**src/rtl/preg_free_arbiter.sv**
```systemverilog
// Arbitrates ROB-commit and squash-walker PREG frees onto Rename's single free-list return port.
// Optional FREE_DUP_CHECK_EN adds a free bitmap that flags duplicate frees on dup_err_o.
module preg_free_arbiter #(
    parameter int N_PHYS     = 64,
    parameter int STARVE_MAX = 4,
    localparam int PW = $clog2(N_PHYS),
    localparam int SW = $clog2(STARVE_MAX + 1)
) (
    input  logic          clk,
    input  logic          rst,
    input  logic          cm_valid_i,
    input  logic [PW-1:0] cm_preg_i,
    output logic          cm_ready_o,
    input  logic          sq_valid_i,
    input  logic [PW-1:0] sq_preg_i,
    output logic          sq_ready_o,
    output logic          free_valid_o,
    output logic [PW-1:0] free_preg_o,
    input  logic          alloc_valid_i,
    input  logic [PW-1:0] alloc_preg_i,
    output logic          dup_err_o,
    output logic [SW-1:0] starve_cnt_o
);

    localparam logic [SW-1:0] STARVE_LIM = SW'(STARVE_MAX);
    localparam logic [PW:0]   PREG_LIMIT = (PW + 1)'(N_PHYS);

    logic          cm_nz, sq_nz;
    logic          cm_win, sq_win, grant;
    logic [PW-1:0] grant_preg;
    logic [SW-1:0] starve_d, starve_q;
    logic          free_valid_d, free_valid_q;
    logic [PW-1:0] free_preg_d, free_preg_q;

    // PREG 0 is never freed: zero requests are acked without consuming the grant.
    always_comb begin
        cm_nz      = cm_valid_i && (cm_preg_i != '0);
        sq_nz      = sq_valid_i && (sq_preg_i != '0);
        sq_win     = sq_nz && (!cm_nz || (starve_q == STARVE_LIM));
        cm_win     = cm_nz && !sq_win;
        grant      = cm_win || sq_win;
        grant_preg = sq_win ? sq_preg_i : cm_preg_i;
        cm_ready_o = (cm_valid_i && (cm_preg_i == '0)) || cm_win;
        sq_ready_o = (sq_valid_i && (sq_preg_i == '0)) || sq_win;
    end

    always_comb begin
        starve_d = '0;
        if (cm_win && sq_nz)
            starve_d = (starve_q == STARVE_LIM) ? starve_q : starve_q + 1'b1;
        free_valid_d = grant;
        free_preg_d  = grant ? grant_preg : free_preg_q;
    end

    always_ff @(posedge clk or posedge rst) begin
        if (rst) begin
            starve_q     <= '0;
            free_valid_q <= 1'b0;
            free_preg_q  <= '0;
        end else begin
            starve_q     <= starve_d;
            free_valid_q <= free_valid_d;
            free_preg_q  <= free_preg_d;
        end
    end

    assign free_valid_o = free_valid_q;
    assign free_preg_o  = free_preg_q;
    assign starve_cnt_o = starve_q;

`ifdef FREE_DUP_CHECK_EN
    // Low N_LOG PREGs hold architectural state at reset; the rest start on the free list.
    localparam int N_LOG = 32;
    localparam logic [N_PHYS-1:0] BITMAP_RST = {{(N_PHYS - N_LOG){1'b1}}, {N_LOG{1'b0}}};

    logic [N_PHYS-1:0] bitmap_d, bitmap_q;
    logic              dup_err_d, dup_err_q;
    logic              same_alloc;

    // A same-cycle alloc of the granted PREG counts as clearing it first, so the free wins cleanly.
    always_comb begin
        bitmap_d   = bitmap_q;
        dup_err_d  = dup_err_q;
        same_alloc = alloc_valid_i && (alloc_preg_i == grant_preg);
        if (alloc_valid_i)
            bitmap_d[alloc_preg_i] = 1'b0;
        if (grant) begin
            if (bitmap_q[grant_preg] && !same_alloc)
                dup_err_d = 1'b1;
            bitmap_d[grant_preg] = 1'b1;
        end
    end

    always_ff @(posedge clk or posedge rst) begin
        if (rst) begin
            bitmap_q  <= BITMAP_RST;
            dup_err_q <= 1'b0;
        end else begin
            bitmap_q  <= bitmap_d;
            dup_err_q <= dup_err_d;
        end
    end

    assign dup_err_o = dup_err_q;
`else
    logic alloc_unused;
    assign alloc_unused = alloc_valid_i ^ (^alloc_preg_i);
    assign dup_err_o    = 1'b0;
`endif

    cm_preg_in_range: assert property (@(posedge clk) disable iff (rst)
        cm_valid_i |-> ({1'b0, cm_preg_i} < PREG_LIMIT));
    sq_preg_in_range: assert property (@(posedge clk) disable iff (rst)
        sq_valid_i |-> ({1'b0, sq_preg_i} < PREG_LIMIT));

endmodule

```
**config.mk**
```make
export PLATFORM = sky130hd
export DESIGN_NAME = preg_free_arbiter
export DESIGN_NICKNAME = d
export VERILOG_FILES = /design/src/rtl/preg_free_arbiter.sv
export SDC_FILE = /design/constraint.sdc
export NUM_CORES = 1
export LEC_CHECK = 0
export CORE_AREA = 2 2 39 41
export CTS_CLUSTER_SIZE = 8
export DETAILED_ROUTE_END_ITERATION = 7
export DIE_AREA = 0 0 41 43
export DONT_BUFFER_PORTS = 1
export PLACE_DENSITY = 0.59
export REMOVE_ABC_BUFFERS = 1
export SLEW_MARGIN = 20
export SYNTH_ARGS = -nofsm -noshare
export SYNTH_HDL_FRONTEND = slang
export SYNTH_SLANG_ARGS = --single-unit
```
**constraint.sdc**
```tcl
create_clock -name clk -period 1.3 [get_ports clk]
set_input_delay 0.13 -clock clk [delete_from_list [all_inputs] [get_ports clk]]
set_output_delay 0.13 -clock clk [all_outputs]
set_load 0.005 [all_outputs]
```
==> results.cfg <==
[hold_path]
hold_path_class = input pin to flop

[logic_synthesis]
ys_types = 20
ys_ff_latch = 10
synth.top_cell.area_share = 0.424
netlist_instances = 56
synthTopCellsByArea = dfrtp_1, a221o_1, nor2_1
avgSynthCellArea_um2 = 10.5
synth_most_common_cell = nor2_1
synth_ff_type = dfrtp_1
synth_common_cells = nor2_1, dfrtp_1, nand2_1, a221o_1, inv_1
async_reset_ff_frac = 1.00
yosysTopAreaCell = dfrtp_1
yosys_warnings = 0
ys_seq_area_frac = 0.424
netlist_area_um2 = 591
synth_edf_count = 0

[placement]
place_area_um2 = 628
gp_congestion = 0.749
hpwl_um = 966
dp_slack_ps = -234
portBuffers = 0

[clock_network]
clk_path_buf_depth = 2
htree_levels = 1
path_clk_slew_ps = 70
cts_buffers = 3
worst_skew_pair.late_latency_ps = 270
root_buffer = clkbuf_4
tritoncts = yes
cts.sinks = 10

[sta]
finalCriticalPeriod_ps = 1460
report.final.slew_viol_count = 0
fmax_mhz = 684
skew_ps = 2.81
fin_ws_ps = -161
finalHoldViolCount = 0
rsz0062_at_grt = true
setup-violations-final = 11
final.period_utilization = 1.12

[critical_path]
cp_slowest_cell = dfrtp_1
crit_path_start_kind = flop
crit_arrival_ps = 1620
cp_max_fo = 7
criticalPathCategory = flop to flop
end_kind = flop
crit_path_max_incr_delay_ps = 340
critPathTopFamily = compound AO/OA/AOI/OAI gates
worst_ep_required_time_ps = 1460
crit_chain = inv_1 > ha_4 > a221oi_4 > buf_6 > nor2_1 > a221o_1
critical_path_buf_inv_count = 2

[global_route]
met3_usage = 0.0524
grt_start_max_net_pins = 12
grt_antenna_before_repair = 0
grt_pass1_vias = 479
grt_pass1_wl_mm = 2.04
overflow = 0
top_usage_layer = met2
grt_usage = 0.179
grt_use_met2 = 0.241
grt_util_met1 = 0.236

[floorplan]
rows = 14
io_pins = 36
core_area_um2 = 1380
start_util = 0.427
die_width_um = 41
die_area_um2 = 1760
die_h_um = 43

[routing]
drc_errors = 0
wl_per_cell_um = 15.3
drt-initial-drc-count = 14
totalWireLength_mm = 1.33
ant_nets = 0
avgViaCountPerCell = 5.51
routed-via-count = 479
drtPass1Iterations = 3

[power_and_ir_drop]
leakagePower_nw = 0.333
ir_worst_vdd_mv = 0.553
p_per_area_nw_per_um2 = 951

[outcome]
status = complete, but fails checks
violations = setup timing

[layout]
layout.nets = 97
n_fill_cell = 124
stdcell_area_um2 = 810
areaGrowthSynthToFinish_pct = 37.1
antenna_cells = 0
drive_above_1_share = 0.338
multi_input_area_um2 = 358
seqCellArea_um2 = 250

[job]
drv_cap = 0
-- power by group --
part,internal [mW],switching [mW],leakage (nW)
logic,0.0714,0.0603,0.188
registers,0.335,0.0176,0.124
clock network,0.170,0.115,0.0210
-- per-layer routing --
layer  share of wire  wire length, µm
met5               0                0
met4           0.029               39
met3           0.068               90
met2            0.44              591
met1            0.46              610
-- placed cells by master (no fill, tap or decap) --
master	synthesis	layout
a221oi_4	1	1
a221o_1	6	6
and3_4	0	1
nand2_2	1	1
nor4_4	1	1
inv_1	6	5
buf_4	1	4
a31oi_4	0	1
nand3_4	0	1
clkbuf_4	0	3
a22oi_4	1	1
dlygate4sd3_1	0	7
nor2_1	11	8
a21boi_0	1	1
nor4_2	1	1
ha_1	2	1
a41oi_4	1	1
inv_2	0	1
conb_1	1	1
clkbuf_8	0	1
ha_4	0	1
nand2_1	7	7
xnor2_1	1	1
nor2_2	0	3
dfrtp_1	10	10
buf_6	0	2
-- final cells by class --
cell class	count	area share
clock buffer	4	0.0448
timing repair buffer	13	0.151
multi-input combinational	38	0.442
inverter	6	0.0278
tap	16	0.0247
sequential	10	0.309
-- kinds of logic (layout without fill, tap and decap cells) --
family,Yosys count,count (layout),share of synthesized area
DFF,10,10,0.424
and+or+nand+nor,23,23,0.201
xor gates and xnor gates,1,1,0.0148
buffers and inverters,8,23,0.0593
AOI/OAI and AO/OA,11,11,0.252
adders and majority gates,2,2,0.0424
other,1,1,0.00635
-- worst register-to-register path, stage by stage, from the launching register on --
cell and delay (ps):
dfrtp_1 340, inv_1 70, ha_4 170, a221oi_4 300
buf_6 160, nor2_1 50, a221o_1 250
-- repair_timing --
action,in CTS,in global routing
buffers inserted,2,0
pin swaps,5,2
hold buffers,7,0
setup endpoints to repair,11,11
resized for setup,9,4
hold endpoints to repair,18,0
-- state kept, by name, indices dropped and copies added, names as in the netlist --
signal and cells:
starve_cnt_o 3, free_valid_o 1, free_preg_o 6
-- stage by stage --
stage	utilization	instances	TNS [ps]	hold WS (ps)	total power, mW
5_1_grt	0.585	87	-2160	6.43	0.808
3_5_place_dp	0.454	74	-1780	22.4	0.451
2_1_floorplan	-	54	-1780	-29.8	0.426
3_3_place_gp	0.454	74	-1350	16.5	0.450
6_report	0.585	87	-1510	7.29	0.769
4_1_cts	0.574	87	-1580	2.98	0.771
-- final timing paths --
check | start | endpoint | slack (ps) | cells past startpoint
max | starve_cnt_o[0] | free_preg_o[5] | -160 | 6
min | cm_preg_i[3] | free_preg_o[3] | 7 | 1
max reg2reg | starve_cnt_o[0] | free_preg_o[5] | -160 | 6
min reg2reg | starve_cnt_o[0] | starve_cnt_o[0] | 540 | 2
max in group asynchronous | rst | free_preg_o[1] | 760 | 2
min in group asynchronous | rst | starve_cnt_o[2] | 270 | 2
No activity file was read; power rests on OpenSTA's default activity.
